--- src/rtl/param_serial_div.sv ---
// rtl/param_serial_div.sv - multi-cycle restoring divider with optional signed mode, abort and divide-by-zero flag
module param_serial_div #(
    parameter int WIDTH     = 32,
    parameter bit SIGNED_EN = 1'b1
) (
    input  logic                 clk,
    input  logic                 rst,
    input  logic                 signed_div_i,
    input  logic [WIDTH-1:0]     opdata1_i,
    input  logic [WIDTH-1:0]     opdata2_i,
    input  logic                 start_i,
    input  logic                 annul_i,
    output logic [2*WIDTH-1:0]   result_o,
    output logic                 ready_o,
    output logic                 busy_o,
    output logic                 dbz_o
);

    localparam logic [1:0] S_IDLE = 2'd0;
    localparam logic [1:0] S_DBZ  = 2'd1;
    localparam logic [1:0] S_ON   = 2'd2;
    localparam logic [1:0] S_DONE = 2'd3;

    localparam int            CW       = $clog2(WIDTH + 1);
    localparam logic [CW-1:0] CNT_LAST = CW'(WIDTH);

    logic [1:0]       state;
    logic [CW-1:0]    cnt;
    logic [WIDTH-1:0] quo_q;     // dividend magnitude, shifted out as quotient bits shift in
    logic [WIDTH-1:0] rem_q;     // partial remainder
    logic [WIDTH-1:0] dvs_q;     // divisor magnitude
    logic             sign_a;
    logic             sign_b;
    logic             mode_q;

    logic             mode_in;
    logic [WIDTH-1:0] a_mag;
    logic [WIDTH-1:0] b_mag;
    logic [WIDTH:0]   rem_sh;
    logic [WIDTH:0]   diff;
    logic             step_neg;
    logic [WIDTH-1:0] quo_fix;
    logic [WIDTH-1:0] rem_fix;

    // Operand magnitudes, one restoring step, and final sign correction
    always_comb begin
        mode_in  = SIGNED_EN && signed_div_i;
        a_mag    = (mode_in && opdata1_i[WIDTH-1]) ? -opdata1_i : opdata1_i;
        b_mag    = (mode_in && opdata2_i[WIDTH-1]) ? -opdata2_i : opdata2_i;
        rem_sh   = {rem_q, quo_q[WIDTH-1]};
        diff     = rem_sh - {1'b0, dvs_q};
        step_neg = diff[WIDTH];
        quo_fix  = (mode_q && (sign_a ^ sign_b)) ? -quo_q : quo_q;
        rem_fix  = (mode_q && sign_a) ? -rem_q : rem_q;
    end

    // Control FSM, datapath and registered outputs
    always_ff @(posedge clk or negedge rst) begin
        if (!rst) begin
            state    <= S_IDLE;
            cnt      <= '0;
            quo_q    <= '0;
            rem_q    <= '0;
            dvs_q    <= '0;
            sign_a   <= 1'b0;
            sign_b   <= 1'b0;
            mode_q   <= 1'b0;
            result_o <= '0;
            ready_o  <= 1'b0;
            busy_o   <= 1'b0;
            dbz_o    <= 1'b0;
        end else if (annul_i) begin
            state    <= S_IDLE;
            cnt      <= '0;
            result_o <= '0;
            ready_o  <= 1'b0;
            busy_o   <= 1'b0;
            dbz_o    <= 1'b0;
        end else begin
            case (state)
                S_IDLE: begin
                    if (start_i) begin
                        quo_q  <= a_mag;
                        rem_q  <= '0;
                        dvs_q  <= b_mag;
                        sign_a <= opdata1_i[WIDTH-1];
                        sign_b <= opdata2_i[WIDTH-1];
                        mode_q <= mode_in;
                        cnt    <= '0;
                        busy_o <= 1'b1;
                        state  <= (opdata2_i == '0) ? S_DBZ : S_ON;
                    end
                end
                S_DBZ: begin
                    result_o <= '0;
                    dbz_o    <= 1'b1;
                    ready_o  <= 1'b1;
                    busy_o   <= 1'b0;
                    state    <= S_DONE;
                end
                S_ON: begin
                    if (cnt == CNT_LAST) begin
                        result_o <= {rem_fix, quo_fix};
                        dbz_o    <= 1'b0;
                        ready_o  <= 1'b1;
                        busy_o   <= 1'b0;
                        state    <= S_DONE;
                    end else begin
                        rem_q <= step_neg ? rem_sh[WIDTH-1:0] : diff[WIDTH-1:0];
                        quo_q <= {quo_q[WIDTH-2:0], ~step_neg};
                        cnt   <= cnt + 1'b1;
                    end
                end
                default: begin
                    // DONE: hold until the requester drops start_i
                    if (!start_i) begin
                        result_o <= '0;
                        ready_o  <= 1'b0;
                        dbz_o    <= 1'b0;
                        state    <= S_IDLE;
                    end
                end
            endcase
        end
    end

endmodule

--- config.mk ---
export PLATFORM = sky130hd
export DESIGN_NAME = param_serial_div
export DESIGN_NICKNAME = d
export VERILOG_FILES = /design/src/rtl/param_serial_div.sv
export SDC_FILE = /design/constraint.sdc
export NUM_CORES = 1
export LEC_CHECK = 0
export BUFFER_PORTS_ARGS = -buffer_cell sky130_fd_sc_hd__buf_4
export CAP_MARGIN = 20
export CORE_ASPECT_RATIO = 0.9
export CORE_MARGIN = 4
export CORE_UTILIZATION = 48
export DETAILED_ROUTE_END_ITERATION = 12
export PLACE_DENSITY = 0.74
export RECOVER_POWER = 100
export SYNTH_ARGS = -nofsm -noshare
export SYNTH_HDL_FRONTEND = slang
export SYNTH_SLANG_ARGS = --single-unit
--- constraint.sdc ---
create_clock -name clk -period 5.86 [get_ports clk]
set_input_delay 0.293 -clock clk [delete_from_list [all_inputs] [get_ports clk]]
set_output_delay 0.293 -clock clk [all_outputs]
set_load 0.01 [all_outputs]
After elaboration in Yosys (flattened, before gate mapping)
Cells that the tools add are included.
- input bits: 69
- output and inout bits: 67
- register bits after elaboration: 174
- reductions and logical operators: 15
- muxes and demuxes: 35
- $add $sub $neg: 6
- bitwise operators: 3
- equality and inequality tests: 11
- operators by type and width (operator ; count):
    $mux 32 ; 9
    $mux 64 ; 3
    $pmux 64 s3 ; 1
    $neg 32->32 ; 4
    $pmux 32 s2 ; 2
    $sub 33x32->33 ; 1
    $logic_not 32->1 ; 1
    $mux 6 ; 3
    $reduce_and 3->1 ; 5
    $pmux 6 s2 ; 1
    $mux 2 ; 5
    $ne 3x3->1 const B ; 3
    $pmux 1 s3 ; 3
    $mux 1 ; 7
    $add 6x1->6 const B ; 1
    $eq 6x6->1 const B ; 1
    $ne 2x2->1 const B ; 3
    $pmux 2 s3 ; 1
    $ne 5x1->1 const B ; 1
    $logic_and 1x1->1 ; 4
    $ne 4x1->1 const B ; 1
    $reduce_and 4->1 ; 1
    $reduce_bool 4->1 ; 1
    $reduce_bool 3->1 ; 1
    6 further kinds ; 7

Depth between registers and ports, before layout
Gate-level depths: netlist (run 1).
- depth in word-level cells: 6
- mapped depth: 13

Worst setup path after synthesis (run 1)
Ideal clock, no wire load.
- kind: register to register
- start point: register rem_q[7]
- end point: register rem_q[1]
- stages on the path, launching flop included: 11
- period minus slack after synthesis: 2743 ps
- arrival time: 2621 ps
- setup slack: 3117 ps
- cells stage by stage: dfrtp_1 > ha_1 > clkbuf_1 > nand4_1 > or4_1 > o21ai_1 > a221oi_2 > xnor2_2 > buf_4 > nand2_1 > a32o_1
- word-level cells in the longest chain between the ends: 4
- ends and longest elaborated chain (element ; line ; source):
    from (decl) ; 30 ; logic [WIDTH-1:0] rem_q;
    from (signal assigned) ; 109 ; rem_q <= step_neg ? rem_sh[WIDTH-1:0] : diff[WIDTH-1:0];
    $sub 33x32->33 ; 51 ; diff = rem_sh - {1'b0, dvs_q};
    $mux 32 ; 109 ;
    $mux 32 ; 102 ; if (cnt == CNT_LAST) begin
    $pmux 32 s2 ; 80 ; case (state)
No other way between the ends. The select of a mux whose other input is x is not followed.
A chain may end at the register's enable or synchronous reset.

Worst setup path after layout (run 1)
- start point: register state[0]
- end point: register dbz_o
- word-level cells in the longest chain between the ends: 3
- elaborated cells between the ends (all ways): 9
- classes of those cells: eq/ne: 5; mux: 2; reduce/logical: 2
- ends and longest elaborated chain (element ; line ; source):
    from (decl) ; 27 ; logic [1:0] state;
    from (signal assigned) ; 91 ; state <= (opdata2_i == '0) ? S_DBZ : S_ON;
    $eq 2x2->1 (tied with other cells) ; 80 ;
    $ne 4x1->1 (no source line) (tied with other cells) ; -- ;
    $reduce_and 3->1 (no source line) / $mux 1 (equally long branches) ; -- ;
    to (signal assigned) ; 78 ; dbz_o <= 1'b0;
    to (signal assigned) ; 96 ; dbz_o <= 1'b1;
    to (signal assigned) ; 104 ; dbz_o <= 1'b0;
    to (decl) ; 16 ; output logic dbz_o
Parallel ways exist; a longest one is shown, timed or not.

==> flow_summary.yaml, run 1 <==
routing:
  vias: 9997
  viasPerCell: 5.58
  post-route-drc-count: 0
  drt_wl_total_mm: 29.3
  detail-route-antenna-nets: 0
  wire_per_inst_um: 16.4
  drt_iter0_markers: 800
  firstDrtPassIters: 7
worst_setup_path:
  path_class: "reg2reg"
  path_cells: "inv_1 -> ha_1 -> buf_4 -> nor2b_1 -> nand2_1 -> o21ai_0 -> clkbuf_1 -> o21ai_0"
  cp_slowest_cell: "clkbuf_1"
  crit_path_end_kind: "register"
  critical_path_buf_inv_count: 3
  startpoint_type: "register"
  crit_arrival_ns: 4.55
  cp_common_cell: "o21ai_0"
  cp_top_family: "buffers and inverters"
  crit_fanout: 66
  crit_required_ns: 6.06
  slowest_delay_ns: 2.02
  reg2reg_from: "state[0]"
  startpoint: "state[0]"
clock_network:
  postCtsSetupBuffers: 0
  clk_latency_ns: 0.43
  clk_pin_slew_ns: 0.07
  cts.sinks: 174
  cts_tree: "built"
  cts_root_buffer: "clkbuf_16"
  cts-resized-gates: 0
  hold_buffers: 1
  clockBufferDepth: 2
  cts_made_buffers: 17
  cts_max_level: 4
grt:
  grt_pass1_wl_mm: 47.9
  grt_pass1_vias: 9269
  grt_usage_pct: 22.2
  grt_max_degree: 87
  antenna_found_initial: 0
  grt-ovfl-total: 0
timing:
  grt_setup_unrepaired: "no"
  timing.hold.ws_ns: 0.111
  max_freq_mhz: 230
  fin_crit_sh_pct: 74.1
  skew_ns: 0.0100
  fin_crit_ns: 4.34
  setup_tns_ns: 0
  setup_viol: 0
  worstMarginPinSlew_ns: 2.83
  slew_violations: 189
  hold_viol_final: 0
  slew_headroom_pct: -88.9
run:
  drv_cap: 3
synth:
  synthArstFlopShare_pct: 100
  ys_types: 64
  syn-num-nets: 1492
  avgSynthCellArea_um2: 8.26
  synth_top_family_by_area: "compound AO/OA/AOI/OAI gates"
  synthMuxAreaShare_pct: 2.22
  synthesis.area_mm2: 0.0114
  yosysSeqAreaShare_pct: 38.2
  synthSimpleGateAreaFrac_pct: 17.3
  ys_ff_latch: 174
  yosysWarningCount: 0
  synth-compound-area-share_pct: 21.8
  synth_fa_ha_area_share_pct: 4.78
  syn_inst: 1380
  synth-xor-area-share_pct: 11.2
  synth-edff-count: 0
  ys.flop_type: "dfrtp_1"
outcome:
  failed_checks: "capacitance limit, slew limit"
  status: "complete, but fails checks"
floorplan:
  io_pins: 136
  fp.dieArea_mm2: 0.0263
  design.core.area_mm2: 0.0233
  rows: 53
  die_x_um: 170
  start_util_pct: 48.9
  die_y_um: 154
hold_path:
  hp-class: "in2reg"
  hp-start: "annul_i"
power:
  p_leak_nw: 5.61
  powerDensity_mw_per_mm2: 462
  max-vdd-ir-drop_mv: 0.223
finish:
  layout.cells.non_filler: 1790
  drive_gt1_share_pct: 8.47
  final_nets: 1587
  area_growth_pct: 13.5
  n_antenna_cell: 0
place:
  dpl.cell_count: 1756
  portBuffers: 135
  globalplace.congestion: 0.982
  place_hpwl_mm: 22.2
-- final timing paths --
kind | end | slack [ns] | cells after the start
worst min register to register | result_o[24] | 0.48 | 2
worst max register to register | dbz_o | 1.52 | 8
max in group asynchronous | quo_q[1] | 3.76 | 3
min in group asynchronous | result_o[16] | 0.47 | 2
worst min-delay path | busy_o | 0.11 | 2
worst max-delay path | dbz_o | 1.52 | 8
-- sequential cells by signal, summed over array words and instances, names as in the netlist --
register,flops
mode_q,1
cnt,6
sign_b,1
result_o,64
ready_o,1
state,2
rem_q,32
dvs_q,32
dbz_o,1
busy_o,1
sign_a,1
quo_q,32
-- layout by cell type, fill, tap and decap left out, types with 18 or more instances in the layout --
master    netlist  routed
mux2i_1        23      23
xor2_1         73      73
buf_4           3      73
dfrtp_1       174     174
nor2_1        105     105
xnor2_1        71      71
nor3_1         25      25
nand2_1       214     214
o31ai_1        18      18
inv_1          62      62
ha_1           42      42
o21ai_0       205     211
a21oi_1       104     104
clkbuf_1       57      71
-- synthesized netlist by cell type, drive strengths merged, types with 6 or more instances --
library cell,n,area share (%)
a21o,12,0.79
or4,12,0.86
nand2b,10,0.55
dfrtp,174,38
o31ai,19,1.3
o21ai,213,9.3
nand3,11,0.53
nand2,214,7.0
nor3,26,1.2
and3,7,0.38
xor2,73,5.6
nor2,105,3.5
xnor2,72,5.6
buf,12,0.49
a32oi,12,0.92
a211oi,6,0.39
clkbuf,58,1.9
and2,6,0.33
o21a,7,0.46
or3,13,0.76
o41ai,17,1.6
inv,62,2.0
nand4,6,0.33
mux2i,23,2.0
a31oi,9,0.49
nor4,14,1.1
ha,42,4.6
a21oi,104,4.6
-- per-stage QoR --
step | setup slack [ns] | power [mW] | instance area (µm²) | util, %
2_1_floorplan | 3.12 | 4.04 | 11400 | -
3_3_place_gp | 2.35 | 4.77 | 12600 | 54.0
3_5_place_dp | 2.24 | 4.81 | 12600 | 54.0
4_1_cts | 2.20 | 5.98 | 13200 | 56.7
5_1_grt | 1.11 | 6.47 | 12900 | 55.5
6_report | 1.52 | 5.98 | 12900 | 55.5
-- where the power goes --
group	leakage (nW)	switching (mW)	internal [mW]	total, mW
combinational	2.98	1.85	1.14	2.99
sequential	2.33	0.353	1.47	1.83
clock	0.298	0.549	0.616	1.16
total	5.61	2.75	3.23	5.98
-- routing by layer --
metal / up-vias / global-route usage [%] / wire, µm
met5: - / 0 / 0
met4: 0 / 4.71 / 292
met3: 23 / 3.30 / 2040
met2: 318 / 31.2 / 11800
met1: 4655 / 36.1 / 15100
li1: 5001 / - / -
-- worst reg2reg max path, stage by stage, from the launching register on --
cell      delay [ns]
dfrtp_1         0.46
inv_1           0.12
ha_1            0.15
buf_4           0.50
nor2b_1         0.24
nand2_1         0.15
o21ai_0         0.14
clkbuf_1        2.02
o21ai_0         0.34
-- cell type report --
class	count	area, µm²
clock buffers	17	425
clock inverters	15	196
fillers	2167	10400
inverters	62	233
multi-input cells	1074	6520
flip-flops and latches	174	4350
well taps	302	378
repair buffers	146	836
-- cells by family (layout without fill, tap and decap cells) --
| family | count (synthesis) | count (layout) |
|---|---|---|
| AO/OA/AOI/OAI | 425 | 425 |
| XOR/XNOR | 145 | 145 |
| adder cells (fa/ha/maj) | 43 | 43 |
| buffers and inverters | 132 | 240 |
| flip-flops | 174 | 174 |
| multiplexers | 25 | 25 |
| AND/OR/NAND/NOR | 436 | 436 |
Power figures use the tool's default switching activity.
==> inputs of run 2 (changes only) <==
--- a/config.mk
+++ b/config.mk
@@ -5,13 +5,14 @@
 export SDC_FILE = /design/constraint.sdc
 export NUM_CORES = 1
 export LEC_CHECK = 0
+export ABC_AREA = 1
 export BUFFER_PORTS_ARGS = -buffer_cell sky130_fd_sc_hd__buf_4
 export CAP_MARGIN = 20
 export CORE_ASPECT_RATIO = 0.9
 export CORE_MARGIN = 4
 export CORE_UTILIZATION = 48
 export DETAILED_ROUTE_END_ITERATION = 12
-export PLACE_DENSITY = 0.74
+export PLACE_DENSITY = 0.73
 export RECOVER_POWER = 100
 export SYNTH_ARGS = -nofsm -noshare
 export SYNTH_HDL_FRONTEND = slang
==> constraint.sdc (replaced) <==
create_clock -name clk -period 4.2 [get_ports clk]
set_input_delay 0.21 -clock clk [delete_from_list [all_inputs] [get_ports clk]]
set_output_delay 0.21 -clock clk [all_outputs]
set_load 0.01 [all_outputs]
==> run 2 against run 1 <==
  * The flow still finishes with violations (capacitance limit, slew limit)
  * Synthesized area up 19%
  * First-iteration DRC count grew 37%
  * Utilization decreased by 1.3 points
  * Final area rose by 17%
  * Global-route usage increased by 4.3 points
  * Sequential power is 35% higher
  * Maximum frequency increased by 31%
  * Largest power group unchanged
  * Sequential share of layout area decreased by 4.8 points
  * Clock skew rose by 0.0021 ns
  * Register-to-register slack worse by 0.63 ns
  * Total power rose by 30%
  * Combinational power rose by 21%
==> flow_summary.yaml, run 2 <==
worst_setup_path:
  path_cells: "inv_1 -> ha_1 -> fa_1 -> inv_1 -> nand2_1 -> nand2_1 -> nand3_1 -> nand2_1 -> nand2_1 -> nand2_1 -> nand2_1 -> nand3_2 -> clkbuf_2 -> nand2_4 -> nand2_1 -> nand3_2 -> nand2_1"
  rr_worst_depth: 17
  r2r_slack_ns: 0.89
  crit_fanout: 29
  startpoint_type: "register"
  cp_slowest_cell: "clkbuf_2"
  r2r_end: "rem_q[28]"
  slowest_delay_ns: 0.57
  cp_common_cell: "nand2_1"
  reg2reg_from: "quo_q[31]"
  path_class: "reg2reg"
  crit_path_end_kind: "register"
  crit_required_ns: 4.59
  crit_arrival_ns: 3.70
synth:
  synthArstFlopShare_pct: 100
  ys_types: 47
  synth_top_family_by_area: "simple AND/OR/NAND/NOR gates"
  synth_area_leaders: "dfrtp_1, nand2_1, inv_1"
  yosysWarningCount: 0
  synth_fa_ha_area_share_pct: 4.02
  synthMuxAreaShare_pct: 0
  synth_top_area_share_pct: 32.1
  avgSynthCellArea_um2: 6.50
  synth-xor-area-share_pct: 4.20
  ys.flop_type: "dfrtp_1"
  synth-compound-area-share_pct: 12.3
  yosysSeqAreaShare_pct: 32.1
  post-synth-top-area-cell: "dfrtp_1"
  syn-num-nets: 2201
  netlist_top_cells_count: "nand2_1, inv_1, nand3_1, dfrtp_1, nor2_1"
  synth_most_common_cell: "nand2_1"
  syn_inst: 2089
  synth-edff-count: 0
  synthSimpleGateAreaFrac_pct: 36.5
  ys_ff_latch: 174
  synthesis.area_mm2: 0.0136
finish:
  regMostFlops: "result_o"
  layout.cells.non_filler: 2568
  layout_common_cells: "nand2_1, inv_1, nand3_1, dfrtp_1, nor2_1"
  final_common_cell: "nand2_1"
  drive_gt1_share_pct: 7.43
  n_antenna_cell: 0
  area_growth_pct: 11.2
  largest_reg_flops: 64
  postLayoutCoreUtil_pct: 54.1
  final_nets: 2307
clock_network:
  cts_made_buffers: 17
  clk_pin_slew_ns: 0.07
  cts_root_buffer: "clkbuf_16"
  clockBufferDepth: 2
  clk_latency_ns: 0.45
  cts.sinks: 174
  cts_tree: "built"
  cts_max_level: 4
timing:
  setup_viol: 0
  timing.hold.ws_ns: 0.0132
  slew_headroom_pct: -61.6
  grt_setup_unrepaired: "no"
  skew_ns: 0.0121
  setup_tns_ns: 0
  max_freq_mhz: 302
  fin_crit_sh_pct: 78.9
  hold_viol_final: 0
  fin_crit_ns: 3.31
  slew_violations: 94
  worstMarginPinSlew_ns: 2.42
outcome:
  failed_checks: "capacitance limit, slew limit"
  status: "complete, but fails checks"
routing:
  wire_per_inst_um: 16.0
  firstDrtPassIters: 6
  drt_wl_total_mm: 41.0
  drt_iter0_markers: 1097
  detail-route-antenna-nets: 0
  viasPerCell: 5.38
  post-route-drc-count: 0
  vias: 13824
grt:
  grt-ovfl-total: 0
  grt_pass1_vias: 12655
  grt_pass1_wl_mm: 66.8
  grt_max_degree: 95
  grt_usage_pct: 26.6
  antenna_found_initial: 0
power:
  clkPwrFrac_pct: 21.8
  sequentialPowerShare_pct: 31.8
  p_sw_share_pct: 46.3
  p_comb_share_pct: 46.5
  max-vdd-ir-drop_mv: 0.345
  powerDensity_mw_per_mm2: 515
  power_mw: 7.77
  intPower_mw: 4.17
  p_leak_nw: 8.05
  power.switching_mw: 3.60
hold_path:
  hp-class: "in2reg"
  hp-start: "annul_i"
  hold-path-cell-count: 2
  min_to: "ready_o"
place:
  dpl.cell_count: 2534
  portBuffers: 135
  globalplace.congestion: 0.946
  place_hpwl_mm: 32.2
run:
  drv_cap: 1
floorplan:
  fp.dieArea_mm2: 0.0310
  die_y_um: 168
  io_pins: 136
  rows: 58
  start_util_pct: 48.7
  design.core.area_mm2: 0.0279
  die_x_um: 185
[run 2: through the flow]
| step | area, µm² | setup WS (ns) |
|---|---|---|
| 2_1_floorplan | 13600 | 1.97 |
| 3_3_place_gp | 14800 | 1.38 |
| 3_5_place_dp | 14800 | 1.30 |
| 4_1_cts | 15400 | 1.29 |
| 5_1_grt | 15100 | 0.572 |
| 6_report | 15100 | 0.887 |
[run 2: logic make-up after synthesis]
logic type,after synthesis
and+or+nand+nor,1137
DFF,174
buffers and inverters,366
xor gates and xnor gates,65
AOI/OAI and AO/OA,304
adders and majority gates,43
[run 2: layer usage]
metal / up-vias / part of all wire (%) / track usage, %
li1: 6887 / - / -
met1: 6413 / 51 / 42.8
met2: 487 / 41 / 37.5
met3: 37 / 6.4 / 3.97
met4: 0 / 1.2 / 5.39
met5: - / 0 / 0
[run 2: repair_timing]
item                                   in CTS  in global routing
hold buffers                                1                  0
gates resized for setup                     0                  0
setup buffers                               0                  0
endpoints found under the hold margin      93                  0
[run 2: critical path: cells and delay by family, from the launching register on]
kind	cells	cell delay, ns
AND/OR/NAND/NOR	12	1.49
buffers and inverters	3	0.73
flip-flops	1	0.36
adder cells (fa/ha/maj)	2	0.65
[run 2: final cells by class]
class	instances	area [µm²]
Tap cell	360	450
Clock buffer	19	443
Clock inverter	13	176
Sequential cell	174	4350
Fill cell	2862	12800
Multi-Input combinational cell	1549	7670
Inverter	305	1140
Timing Repair Buffer	148	852
[run 2: how the worst max path moves through the flow]
| stage | cells after the start | endpoint | slack, ns | from |
|---|---|---|---|---|
| after floorplan | 19 | rem_q[22] | 1.97 | quo_q[31] |
| after global placement | 16 | quo_q[0] | 1.38 | quo_q[31] |
| after detailed placement | 16 | quo_q[0] | 1.30 | quo_q[31] |
| after CTS | 16 | quo_q[0] | 1.29 | quo_q[31] |
| after global routing | 17 | rem_q[28] | 0.57 | quo_q[31] |
| final | 17 | rem_q[28] | 0.89 | quo_q[31] |
[run 2: power groups by stage]
stage          clock [mW]  sequential (mW)  combinational, mW
2_1_floorplan           0             2.45               2.49
3_3_place_gp            0             2.46               3.64
3_5_place_dp            0             2.49               3.67
4_1_cts              1.72             2.46               3.69
5_1_grt              1.79             2.52               4.08
6_report             1.69             2.47               3.61
